File: src/rtl/hazard_ctrl.sv
// Stall/flush sequencer for the 5-stage pipeline: load-use bubbles, branch kills,
// multi-cycle MUL hold in EX, debug halt handshake and a saturating stall-cycle counter.
module hazard_ctrl #(
    parameter int MUL_LATENCY = 4,
    parameter int CNT_W       = 16
) (
    input  logic             Clock,
    input  logic             nReset,
    input  logic [4:0]       RsAddrD,
    input  logic [4:0]       RtAddrD,
    input  logic             UsesRtD,
    input  logic             MemReadE,
    input  logic [4:0]       RAddrE,
    input  logic             MULOpE,
    input  logic             BranchTaken,
    input  logic             HaltReq,
    output logic             HaltAck,
    output logic             StallF,
    output logic             StallD,
    output logic             StallE,
    output logic             FlushD,
    output logic             FlushE,
    output logic             FlushM,
    output logic             MulBusy,
    output logic [CNT_W-1:0] StallCycles
);

    localparam int MW = (MUL_LATENCY > 1) ? $clog2(MUL_LATENCY + 1) : 1;

    typedef enum logic [1:0] {
        RUN     = 2'd0,
        MULWAIT = 2'd1,
        HALT    = 2'd2
    } state_t;

    state_t         state;
    state_t         stateNext;
    logic [MW-1:0]  mulCnt;
    logic [MW-1:0]  mulCntNext;
    logic [CNT_W-1:0] stallCnt;
    logic           loadUse;

    function automatic logic [CNT_W-1:0] satInc(input logic [CNT_W-1:0] v);
        return (&v) ? v : v + {{(CNT_W-1){1'b0}}, 1'b1};
    endfunction

    // r0 is hardwired, so a load targeting it never creates a dependency.
    assign loadUse = MemReadE && (RAddrE != 5'd0) &&
                     ((RAddrE == RsAddrD) || (UsesRtD && (RAddrE == RtAddrD)));

    always_ff @(posedge Clock) begin
        if (!nReset) begin
            state    <= RUN;
            mulCnt   <= '0;
            stallCnt <= '0;
        end else begin
            state  <= stateNext;
            mulCnt <= mulCntNext;
            if (StallF) begin
                stallCnt <= satInc(stallCnt);
            end
        end
    end

    always_comb begin
        stateNext  = state;
        mulCntNext = mulCnt;
        HaltAck    = 1'b0;
        StallF     = 1'b0;
        StallD     = 1'b0;
        StallE     = 1'b0;
        FlushD     = 1'b0;
        FlushE     = 1'b0;
        FlushM     = 1'b0;
        MulBusy    = 1'b0;

        unique case (state)
            RUN: begin
                if (BranchTaken) begin
                    FlushD = 1'b1;
                    FlushE = 1'b1;
                    if (HaltReq) stateNext = HALT;
                end else if (MULOpE && (MUL_LATENCY > 1)) begin
                    // MUL wins over a pending halt; the halt is taken once EX drains.
                    StallF     = 1'b1;
                    StallD     = 1'b1;
                    StallE     = 1'b1;
                    FlushM     = 1'b1;
                    stateNext  = MULWAIT;
                    mulCntNext = MW'(MUL_LATENCY - 2);
                end else begin
                    if (loadUse) begin
                        StallF = 1'b1;
                        StallD = 1'b1;
                        FlushE = 1'b1;
                    end
                    if (HaltReq) stateNext = HALT;
                end
            end
            MULWAIT: begin
                StallF  = 1'b1;
                StallD  = 1'b1;
                StallE  = 1'b1;
                FlushM  = 1'b1;
                MulBusy = 1'b1;
                if (mulCnt == '0) begin
                    stateNext = RUN;
                end else begin
                    mulCntNext = mulCnt - MW'(1);
                end
            end
            HALT: begin
                StallF  = 1'b1;
                StallD  = 1'b1;
                StallE  = 1'b1;
                FlushM  = 1'b1;
                HaltAck = 1'b1;
                if (!HaltReq) stateNext = RUN;
            end
            default: begin
                stateNext = RUN;
            end
        endcase

        if (!nReset) begin
            HaltAck = 1'b0;
            StallF  = 1'b0;
            StallD  = 1'b0;
            StallE  = 1'b0;
            FlushD  = 1'b0;
            FlushE  = 1'b0;
            FlushM  = 1'b0;
            MulBusy = 1'b0;
        end
    end

    assign StallCycles = nReset ? stallCnt : '0;

endmodule

File: config.mk
export PLATFORM = sky130hd
export DESIGN_NAME = hazard_ctrl
export DESIGN_NICKNAME = d
export VERILOG_FILES = /design/src/rtl/hazard_ctrl.sv
export SDC_FILE = /design/constraint.sdc
export NUM_CORES = 1
export LEC_CHECK = 0
export ABC_AREA = 1
export CAP_MARGIN = 15
export CORE_AREA = 5 5 70 85
export DETAILED_ROUTE_END_ITERATION = 6
export DIE_AREA = 0 0 75 90
export GPL_TIMING_DRIVEN = 0
export PLACE_DENSITY = 0.65
export SLEW_MARGIN = 20
export SYNTH_ARGS = -nofsm -noshare
export SYNTH_HDL_FRONTEND = slang
export SYNTH_SLANG_ARGS = --single-unit
File: constraint.sdc
create_clock -name Clock -period 2.3 [get_ports Clock]
set_input_delay 0.46 -clock Clock [delete_from_list [all_inputs] [get_ports Clock]]
set_output_delay 0.46 -clock Clock [all_outputs]
set_load 0.02 [all_outputs]
==> run summary <==
Num rows -> 29
PwrDens -> 411 mW/mm^2
Endpoints failing setup -> 0
DR iter-0 viols -> 101
Worst slew pin tran -> 313 ps
Maxcap violations -> 0
CTS Buffer Depth -> 2
Clk_skew -> 8.33 ps
Finished Layout Cells -> 417
Syn-to-layout area delta -> 38.3%
Final Max Tran Viols -> 0
Rel. slew slack -> 78.9%
CP max-delay cell -> dfxtp_1
Outcome -> complete, no violations
Gr ovfl total -> 0
Setup TNS -> 0 ps
Initial antenna violation count -> 0
CTS tree -> built
Nets -> 385
Post-synthesis register bit count -> 21
Die H -> 90 um
Residual DRC count -> 0
Routed WL per cell -> 10.3 um
DR pass1 iterations -> 4
Top Ports -> 46
Final ANT Viol Nets -> 0
Syn Area/Cell -> 5.63 um^2
GRT Resource Usage Total -> 13.5%
Largest net degree at the start of global routing -> 13
Hold Path Class -> reg2reg
LEAKAGE -> 1.35 nW
Worst path most repeated cell -> inv_1
Avg Vias per Cell -> 4.51
Post-Syn Nets -> 333
Fin crit share -> 96.4%
Share of cells above drive strength 1 -> 11.3%
Crit. End Element -> output port
Clk Latency, worst-skew pair -> 270 ps
Sequential-to-total area share from yosys stat -> 24.6%
Inst Count DP -> 411
Final hold vios -> 0
Mapped Cells -> 304
Die Area -> 0.00675 mm^2
Maximum vdd drop -> 195 uV
Post-CTS Hold Fix Bufs -> 0
Crit path cell chain -> inv_1 -> ha_2 -> o21bai_1 -> nand2_1 -> inv_1 -> buf_4 -> clkdlybuf4s15_2
Vias post-DR -> 1879
First-pass GRT wire length -> 7560 um
CP Launch Type -> flip-flop
H-tree depth -> 1
Worst EP required -> 1840 ps
Total power -> 972 uW
Synth Warn # -> 0
Worst path arrival time -> 1760 ps
Number of global-route vias before repair -> 1758
Core area -> 0.00512 mm^2
TritonCTS Buffers -> 3
Tmin final -> 2220 ps
Clock Sinks -> 21
Distinct cells, synth -> 27
Top cell type by total area after synthesis -> dfxtp_1
Die width -> 75 um
Crit-path max cell delay -> 410 ps
Maximum clock frequency -> 0.451 GHz
Detailed Route WL -> 4280 um
Initial core utilization -> 33.4%
Hpwl dp -> 3320 um
Fillcell total -> 556
IO Port Bufs -> 45
N_diodes -> 0
Worst Setup Path Type -> reg2out
CP max FO -> 4
Root Driver -> clkbuf_8
Synth top area share -> 24.6%
Clock slew at reported path FFs -> 90 ps
Synth Cell Area -> 0.00171 mm^2
GP Congestion -> 0.860
Synth area leaders -> dfxtp_1, nand2_1, inv_1
synthesized netlist by cell type:
cell	number
nand2_1	92
inv_1	68
nor2_1	42
dfxtp_1	21
nand3_1	20
a21oi_1	14
ha_1	7
nor3_1	5
buf_4	4
nand4_1	4
o21ai_0	4
buf_2	3
nand2_2	3
clkbuf_1	2
nand3b_1	2
nor2_4	2
a221oi_1	1
a311oi_1	1
and3_1	1
buf_6	1
inv_2	1
nand3_2	1
nand3_4	1
nor2_2	1
nor4_1	1
o21bai_1	1
xnor2_1	1
sequential cells by signal, indices dropped and copies added (netlist names):
name and cells:
mulCnt 3, stallCnt 16, state 2
worst max-delay path, delay by kind of cell, from the launching register on:
kind	cells	cell delay, ps
AOI/OAI and AO/OA	1	150
buffers and inverters	4	530
DFF	1	410
adders and majority gates	1	270
and+or+nand+nor	1	130
final timing paths:
path	from	endpoint	slack [ps]	cells past startpoint
min reg2reg	mulCnt[0]	mulCnt[0]	480	2
max	state[0]	StallE	80	7
min	mulCnt[0]	mulCnt[0]	480	2
max reg2reg	state[0]	stallCnt[8]	460	11
stage by stage:
stage / instance area, um^2 / setup WS (ps) / utilization, % / hold slack, ps
floorplan: 1710 / 369 / - / 444
CTS: 2300 / -60.0 / 45.0 / 483
global placement: 2240 / -778 / 43.8 / 452
finish: 2370 / 81.8 / 46.2 / 479
detailed placement: 2240 / -800 / 43.8 / 469
global route: 2370 / -10.8 / 46.2 / 520
layout by cell type, fill, tap and decap left out, types with 2 or more instances in the layout:
master           synthesis  final
buf_4                    4     10
a21oi_1                 14     14
dlymetal6s2s_1           0      8
nand2_1                 92     90
nor2_2                   1      3
nand3b_1                 2      2
dlygate4sd2_1            0      9
nand3_2                  1      3
inv_1                   68     66
clkbuf_8                 0      3
nor3_1                   5      4
ha_1                     7      6
clkbuf_4                 0      2
nor2_4                   2      2
dfxtp_1                 21     21
buf_6                    1      2
inv_2                    1      3
nand4_1                  4      4
nor2_1                  42     40
o21ai_0                  4      3
nand3_1                 20     18
clkdlybuf4s50_1          0     24
nand2_2                  3      4
cell type report:
class / instances / area (um^2) / share of cell area [%]
buffer: 9 / 68.8 / 2.91
clock buffer: 3 / 41.3 / 1.75
clock inverter: 1 / 5.00 / 0.212
inverter: 69 / 259 / 10.9
multi-input combinational: 204 / 1010 / 42.9
sequential: 21 / 420 / 17.8
tap: 62 / 77.6 / 3.28
timing repair buffer: 48 / 479 / 20.3
routing by layer:
metal / routed length [um] / track usage (%) / up-vias / part of all wire [%]
li1: - / - / 1007 / -
met2: 2130 / 23.5 / 35 / 50
met5: 0 / 0 / - / 0
met4: 31 / 2.97 / 0 / 0.72
met1: 1930 / 17.2 / 833 / 45
met3: 189 / 1.90 / 4 / 4.4
timing repair:
item                                    in CTS  in global routing
gates cloned                                 0                  0
pin swaps                                    2                  7
gates resized for setup                     35                 23
buffers inserted                             3                  0
endpoints found under the setup margin      24                  5
power breakdown:
| part | switching [mW] | internal [mW] |
|---|---|---|
| clock network | 0.135 | 0.121 |
| registers | 0.0159 | 0.383 |
| logic | 0.178 | 0.139 |
| total | 0.329 | 0.642 |
logic make-up after synthesis:
family                     Yosys count  share of synthesized area, %
buffers and inverters               79                          18.9
and+or+nand+nor                    175                          44.2
xor gates and xnor gates             1                         0.512
AOI/OAI and AO/OA                   21                          6.73
DFF                                 21                          24.6
adders and majority gates            7                          5.12
Note: power is estimated with default switching activity, not from simulation.
